[src/rtl/key_pkg.sv]
// Shared types and constants for the block-game key debouncer.
// KEY_AUTO_REPEAT_EN (see key_db_chan) enables held-key auto-repeat.
package key_pkg;

  typedef enum logic {
    KEY_RELEASED = 1'b0,
    KEY_PRESSED  = 1'b1
  } key_state_e;

  localparam int KEY_LEFT  = 0;
  localparam int KEY_RIGHT = 1;
  localparam int KEY_ROT   = 2;
  localparam int KEY_DROP  = 3;

  function automatic int ms_to_cycles(input int clk_hz, input int ms);
    return (clk_hz / 1000) * ms;
  endfunction

  localparam int DEF_CLK_FREQ_HZ  = 50_000_000;
  localparam int DB_CNT           = ms_to_cycles(DEF_CLK_FREQ_HZ, 20);
  localparam int REPEAT_DELAY_CNT = ms_to_cycles(DEF_CLK_FREQ_HZ, 400);
  localparam int REPEAT_RATE_CNT  = ms_to_cycles(DEF_CLK_FREQ_HZ, 100);

endpackage

[src/rtl/key_db_chan.sv]
// One debounce channel: 2-flop synchroniser, stability counter, RELEASED/PRESSED FSM.
// Define KEY_AUTO_REPEAT_EN to add periodic press strobes while a key is held.
module key_db_chan
  import key_pkg::*;
#(
  parameter int CNT_W    = 21,
  parameter int DB_CNT   = 16,
  parameter int RPT_DLY  = 64,
  parameter int RPT_RATE = 32
) (
  input  logic       sys_clk,
  input  logic       sys_rst_n,
  input  logic       key_n_i,
  output key_state_e state_o,
  output logic       press_o,
  output logic       press_d_o,
  output logic       release_o
);

  localparam logic [CNT_W-1:0] DB_TERM = CNT_W'(DB_CNT - 1);

  if (RPT_DLY < 1 || RPT_RATE < 1) begin : g_bad_rpt
    $error("key_db_chan: repeat delay and rate must be at least one cycle");
  end

  logic [1:0]       sync_q;
  key_state_e       state_q, state_d;
  logic [CNT_W-1:0] cnt_q, cnt_d;
  logic             press_q, press_d;
  logic             release_q, release_d;
  logic             lvl_mismatch;

`ifdef KEY_AUTO_REPEAT_EN
  localparam int             RPT_W     = $clog2(RPT_DLY + RPT_RATE + 1);
  localparam logic [RPT_W-1:0] RPT_FIRST = RPT_W'(RPT_DLY - 1);
  localparam logic [RPT_W-1:0] RPT_LAST  = RPT_W'(RPT_DLY + RPT_RATE - 1);
  logic [RPT_W-1:0] rpt_q, rpt_d;
`endif

  // Pin is active-low; compare the synchronised "pressed" sense with the state.
  assign lvl_mismatch = (~sync_q[1]) != (state_q == KEY_PRESSED);

  always_comb begin
    state_d   = state_q;
    cnt_d     = cnt_q;
    press_d   = 1'b0;
    release_d = 1'b0;
    if (!lvl_mismatch) begin
      cnt_d = '0;
    end else if (cnt_q >= DB_TERM) begin
      cnt_d = '0;
      if (state_q == KEY_RELEASED) begin
        state_d = KEY_PRESSED;
        press_d = 1'b1;
      end else begin
        state_d   = KEY_RELEASED;
        release_d = 1'b1;
      end
    end else begin
      cnt_d = cnt_q + 1'b1;
    end
`ifdef KEY_AUTO_REPEAT_EN
    // Counts cycles spent in PRESSED; after the first repeat it loops over one rate period.
    rpt_d = rpt_q;
    if (state_q != KEY_PRESSED || state_d != KEY_PRESSED) begin
      rpt_d = '0;
    end else if (rpt_q == RPT_LAST) begin
      rpt_d   = RPT_W'(RPT_DLY);
      press_d = 1'b1;
    end else begin
      if (rpt_q == RPT_FIRST) press_d = 1'b1;
      rpt_d = rpt_q + 1'b1;
    end
`endif
  end

  always_ff @(posedge sys_clk or negedge sys_rst_n) begin
    if (!sys_rst_n) begin
      sync_q    <= 2'b11;
      state_q   <= KEY_RELEASED;
      cnt_q     <= '0;
      press_q   <= 1'b0;
      release_q <= 1'b0;
`ifdef KEY_AUTO_REPEAT_EN
      rpt_q     <= '0;
`endif
    end else begin
      sync_q    <= {sync_q[0], key_n_i};
      state_q   <= state_d;
      cnt_q     <= cnt_d;
      press_q   <= press_d;
      release_q <= release_d;
`ifdef KEY_AUTO_REPEAT_EN
      rpt_q     <= rpt_d;
`endif
    end
  end

  assign state_o   = state_q;
  assign press_o   = press_q;
  assign press_d_o = press_d;
  assign release_o = release_q;

endmodule

[src/rtl/key_debounce_multi.sv]
// N-channel push-button debouncer feeding the game control FSM.
// Build with KEY_AUTO_REPEAT_EN defined to get auto-repeat press strobes.
module key_debounce_multi
  import key_pkg::*;
#(
  parameter int NUM_KEYS        = 4,
  parameter int CLK_FREQ_HZ     = 50_000_000,
  parameter int DEBOUNCE_MS     = 20,
  parameter int CNT_W           = 21,
  parameter int REPEAT_DELAY_MS = 400,
  parameter int REPEAT_RATE_MS  = 100
) (
  input  logic                sys_clk,
  input  logic                sys_rst_n,
  input  logic [NUM_KEYS-1:0] key_in,
  output logic [NUM_KEYS-1:0] key_level,
  output logic [NUM_KEYS-1:0] key_press,
  output logic [NUM_KEYS-1:0] key_release,
  output logic                key_any
);

  localparam int DB_CYC       = ms_to_cycles(CLK_FREQ_HZ, DEBOUNCE_MS);
  localparam int RPT_DLY_CYC  = ms_to_cycles(CLK_FREQ_HZ, REPEAT_DELAY_MS);
  localparam int RPT_RATE_CYC = ms_to_cycles(CLK_FREQ_HZ, REPEAT_RATE_MS);

  if (DB_CYC < 1 || longint'(DB_CYC) > ((longint'(1) << CNT_W) - 1)) begin : g_bad_cnt_w
    $error("key_debounce_multi: CNT_W too small for the debounce window");
  end

  key_state_e          chan_state [NUM_KEYS];
  logic [NUM_KEYS-1:0] press_nxt;
  logic                key_any_q;

  for (genvar i = 0; i < NUM_KEYS; i++) begin : g_chan
    key_db_chan #(
      .CNT_W   (CNT_W),
      .DB_CNT  (DB_CYC),
      .RPT_DLY (RPT_DLY_CYC),
      .RPT_RATE(RPT_RATE_CYC)
    ) u_chan (
      .sys_clk  (sys_clk),
      .sys_rst_n(sys_rst_n),
      .key_n_i  (key_in[i]),
      .state_o  (chan_state[i]),
      .press_o  (key_press[i]),
      .press_d_o(press_nxt[i]),
      .release_o(key_release[i])
    );
    assign key_level[i] = (chan_state[i] == KEY_PRESSED);
  end

  // Registered from the channels' next-press terms so it lines up with key_press.
  always_ff @(posedge sys_clk or negedge sys_rst_n) begin
    if (!sys_rst_n) key_any_q <= 1'b0;
    else            key_any_q <= |press_nxt;
  end

  assign key_any = key_any_q;

endmodule
[config.mk]
export PLATFORM = sky130hd
export DESIGN_NAME = key_debounce_multi
export DESIGN_NICKNAME = d
export VERILOG_FILES = /design/src/rtl/key_pkg.sv /design/src/rtl/key_db_chan.sv /design/src/rtl/key_debounce_multi.sv
export SDC_FILE = /design/constraint.sdc
export NUM_CORES = 1
export LEC_CHECK = 0
export BUFFER_PORTS_ARGS = -buffer_cell sky130_fd_sc_hd__buf_2
export CAP_MARGIN = 20
export CORE_MARGIN = 4
export CORE_UTILIZATION = 40
export DETAILED_ROUTE_END_ITERATION = 10
export REMOVE_ABC_BUFFERS = 1
export SLEW_MARGIN = 40
export SYNTH_ARGS = -nofsm -noshare
export SYNTH_HDL_FRONTEND = slang
export SYNTH_SLANG_ARGS = --single-unit
export TNS_END_PERCENT = 50
[constraint.sdc]
create_clock -name sys_clk -period 2.5 [get_ports sys_clk]
set_clock_uncertainty 0.15 [all_clocks]
set_input_delay 0.25 -clock sys_clk [delete_from_list [all_inputs] [get_ports sys_clk]]
set_output_delay 0.25 -clock sys_clk [all_outputs]
set_load 0.005 [all_outputs]
; ---- Word-level counts from Yosys, hierarchy flattened
; Index checks and enable logic that the tools add are counted.
[op_classes]
add_sub_neg = 4
order_cmp = 4
n_eq_ne = 4
mux = 32
n_bitwise = 4
reduce_logical = 5
[op_table]
columns = cell, count
row1 = $mux W21, 8
row2 = $add A21 B1 Y21 const B, 4
row3 = $ge A21 B20 Y1 const B, 4
row4 = $mux W1, 24
row5 = $reduce_and A2 Y1, 4
row6 = $ne A1 B1 Y1, 4
row7 = $not A1 Y1, 4
row8 = $reduce_or A4 Y1, 1
[word_totals]
register_bits = 105
input_bits = 6
out_inout_bits = 13
word_cells = 74

; ---- Depth between registers and ports, before layout
[logic_depth]
depth_word = 4
mapped_depth = 7
depth_no_buf = 6

; ---- By module
; A second synthesis with hierarchy kept.
[unflattened]
cells_unflattened = 486
hier_area_um2 = 5212.5
[modules_own_cells]
columns = module, instances, cells_each, area_per_inst_um2, seq_area_each_um2
row1 = key_db_chan, 4, 121, 1295.0, 653.1
row2 = key_debounce_multi, 1, 2, 32.5, 25.0

; ---- Worst setup path after synthesis
; OpenSTA, ideal clock, no wires.
[synth_timing]
kind = reg-to-reg
start = register g_chan[3].u_chan.cnt_q[12]
end = register key_any_q (netlist: key_any)
setup_time_ns = 0.071
arrival_time_ns = 1.759
required_ns = 2.279
slack_ns = 0.520
path_stages_with_launch = 7
n_path_buf = 1
synth_period_minus_slack_ns = 1.980
path_cell_list = dfrtp_1 buf_6 or4_4 nor4_4 a211oi_2 or3_1 nand4_1
[synth_between]
elab_chain_cells = 4
[synth_lines]
columns = element, line
row1 = from (decl), key_db_chan.sv:28  ; logic [CNT_W-1:0] cnt_q, cnt_d;
row2 = from (signal assigned), key_db_chan.sv:90  ; cnt_q <= cnt_d;
row3 = $ge A21 B20 Y1, key_db_chan.sv:50  ; end else if (cnt_q >= DB_TERM) begin
row4 = $mux W1, key_db_chan.sv:50
row5 = $mux W1, key_db_chan.sv:48  ; if (!lvl_mismatch) begin
row6 = $reduce_or A4 Y1, key_debounce_multi.sv:55  ; else key_any_q <= |press_nxt;
row7 = to (signal assigned), key_debounce_multi.sv:55
row8 = to (decl), key_debounce_multi.sv:32  ; logic key_any_q;
; Every way passes these cells.
; A chain may end at the register's enable or synchronous reset.

; ---- Final worst setup path
[layout_timing]
start = register g_chan[1].u_chan.cnt_q[13]
end = register g_chan[1].u_chan.cnt_q[8]
[layout_between]
elab_chain_cells = 3
[layout_lines]
columns = element, line
row1 = from (decl), key_db_chan.sv:28
row2 = from (signal assigned), key_db_chan.sv:90
row3 = $ge A21 B20 Y1, key_db_chan.sv:50
row4 = $mux W21, key_db_chan.sv:50
row5 = $mux W21, key_db_chan.sv:48
row6 = via g_chan[1].u_chan.cnt_d[8], key_db_chan.sv:28
; The timed path passes the listed nets, and every way through them passes these cells.

==> flow_summary.toml <==
[run_status]
status = "completed"

[floorplanning]
io_pins = 19
core_area_mm2 = 0.01206
floorplan.initialDensity_pct = 40.92
die_h_um = 119.1
die_w_um = 119.1
rows = 40
dieArea_mm2 = 0.01418

[cts]
cts_buffers = 9
clk_pin_slew_worst_paths_ns = 0.06
cts_tree = "yes"
cts_max_path_buffers = 2
cts-resized-gates = 0
h-tree-depth = 3
insertion_delay_ns = 0.34
cts_setup_buffers = 0
cts-root-buf = "clkbuf_16"
cts_sinks = 105

[grt]
grt_pass1_wl_mm = 15.16
grt_pass1_vias = 3204
met3_usage_pct = 4.416
antenna_found_initial = 0
grtUsageMet2_pct = 19.99
busiest_layer = "met2"
grt_overflow = 0
grt_util_met1_pct = 17.65
grt_usage_pct = 13.14
grt_max_degree = 66

[placement]
dp.cells = 658
place_hpwl_mm = 5.897
finalWeightedCongestion = 0.7601
io_buffers = 18

[cells_and_area]
syn2layout_area_growth_pct = 10.75
utilization_pct = 45.32
fin_nets = 516
mostFrequentLayoutCell = "nor2_1"
final_cell_mix = "nor2_1, dfrtp_1, xnor2_1"
drive_gt1_share_pct = 10.57
stdcell_count = 679
n_antenna_cell = 0

[timing]
setup_tns_ns = 0
fin_crit_ns = 2.150
maxSlewViolCount = 0
setup_viol = 0
fin_crit_sh_pct = 85.98
fmax_mhz = 465.2
slew_headroom_pct = 64.92
worst_pin_slew_ns = 0.5214
rsz0062_at_grt = "false"
final-hold-violation-count = 0

[yosys]
ys_seq_elements = 105
synth.largest_area_cell = "dfrtp_1"
syn_area_mm2 = 0.004936
synth_ff_type = "dfrtp_1"
ys_types = 46
synth_top_cells_by_area = "dfrtp_1, nor2_1, xnor2_1"
yosys_warnings = 0
avgSynthCellArea_um2 = 10.16
synth_top_cell_area_share_pct = 49.18
synth_edf_count = 0
synthArstFlopShare_pct = 100.0
netlist_instances = 486
ys_seq_area_share_pct = 53.43

[critical_path]
cp.depth = 5
crit_chain = "or4b_2, nor3_1, o31ai_1, nand3_2, nor2_1"
reg2reg_to = "g_chan[1].u_chan.cnt_q[8]"
worstReg2RegStart = "g_chan[1].u_chan.cnt_q[13]"
critPathLaunchType = "register"
critical-path-max-stage-delay_ns = 0.65
worstPathRequired_ns = 2.57
r2r_cells = 5
r2r_slack_ns = 0.35
cp-end-kind = "register"
crit_family = "simple AND/OR/NAND/NOR gates"
path_class = "reg -> reg"
slowest_stage = "or4b_2"
cp_num_buf_inv = 0
crit_fanout = 19
arrival_ns = 2.22
crit_start = "g_chan[1].u_chan.cnt_q[13]"

[routing]
drc = 0
drt_wl_total_mm = 8.633
avgViaCountPerCell = 4.881
drtPass1Iterations = 5
vias = 3314
routedWlPerCell_um = 12.71
initialDrtViolationCount = 185
ant_nets = 0

[power]
cellPowerDensity_mw_per_mm2 = 591.2
leakage_uw = 0.002288
ir_drop_v = 0.0004110

[min_path]
min-delay-start = "g_chan[1].u_chan.sync_q[0]"
hold_depth = 0
holdPathEnd = "g_chan[1].u_chan.sync_q[1]"
hold_class = "reg -> reg"

[flow_run]
cap_viol_max_count = 0
-- layer usage --
metal | part of all wire [%] | up-vias
li1 | - | 1673
met1 | 50 | 1591
met2 | 45 | 39
met3 | 3.7 | 11
met4 | 1.6 | 0
met5 | 0 | -
-- layout make-up --
class,instances,area [um^2]
Fill cell,1139,6595
Sequential cell,105,2638
Multi-Input combinational cell,351,2118
Clock buffer,11,242.7
Tap cell,168,210.2
Timing Repair Buffer,26,177.7
Inverter,13,48.80
Clock inverter,5,31.28
-- worst max path at each step --
| stage | to |
|---|---|
| 3_5_place_dp | g_chan[2].u_chan.cnt_q[12] |
| 6_report | g_chan[1].u_chan.cnt_q[8] |
| 5_1_grt | g_chan[3].u_chan.cnt_q[4] |
| 4_1_cts | g_chan[2].u_chan.cnt_q[12] |
| 3_3_place_gp | g_chan[1].u_chan.cnt_q[14] |
| 2_1_floorplan | g_chan[0].u_chan.cnt_q[10] |
-- cell usage after synthesis (2+ instances only) --
library cell,n
nor3_1,11
nor2_1,107
nor2b_1,2
a211o_1,2
or3_1,4
and4_1,9
xor2_1,29
nor4b_1,3
clkbuf_1,4
nand3_1,34
ha_1,4
inv_1,13
buf_4,14
nand2b_1,2
xnor2_1,43
dfrtp_1,97
and3_1,14
nand2_1,22
or4_4,2
mux2i_1,3
nor4_1,7
buf_6,2
dfstp_2,8
and2_1,4
a21oi_1,7
nand3_2,2
a31oi_1,4
nand4_1,15
-- worst reg2reg max path: cells and delay by family, from the launching register on --
family	cells	cell delay, ns
flops	1	0.44
compound gates	1	0.14
simple gates	4	1.29
-- state kept, by name, summed over array words and instances (netlist names) --
name and count:
g_chan.u_chan.state_o 4, g_chan.u_chan.cnt_q 84, g_chan.u_chan.press_o 4, g_chan.u_chan.sync_q 8
key_any 1, g_chan.u_chan.release_o 4
-- kinds of logic (layout without fill, tap and decap cells) --
logic type               after synthesis  count (layout)  synth area share [%]
AND/OR/NAND/NOR                      245             245                 24.82
multiplexers                           3               3                0.6084
buffers and inverters                 33              55                 3.878
flip-flops                           105             105                 53.43
XOR/XNOR                              72              72                 12.78
AO/OA/AOI/OAI                         23              23                 3.397
adder cells (fa/ha/maj)                4               4                 1.014
other                                  1               4               0.07597
-- what timing repair did --
item / in CTS / in global routing
endpoints found under the hold margin: 44 / 0
setup endpoints to repair: 0 / 0
hold buffers: 5 / 0
-- power by group --
part / switching, uW / internal (uW) / total, uW / leakage [uW]
sequential: 32.9 / 1740 / 1770 / 0.00141
clock: 599 / 699 / 1300 / 0.000135
combinational: 107 / 53.5 / 160 / 0.000742
-- per-stage QoR --
step	power (uW)	instance area, um^2	hold WS [ns]	setup WS, ns
after CTS	3289	5466	0.2073	0.3313
after floorplan	1872	4805	-0.1956	0.4871
after global placement	1962	5142	0.1143	0.3758
after detailed placement	1965	5142	0.1175	0.3311
after global routing	3395	5466	0.2106	0.1618
final	3232	5466	0.2058	0.3504
(Power assumes the default switching activity.)
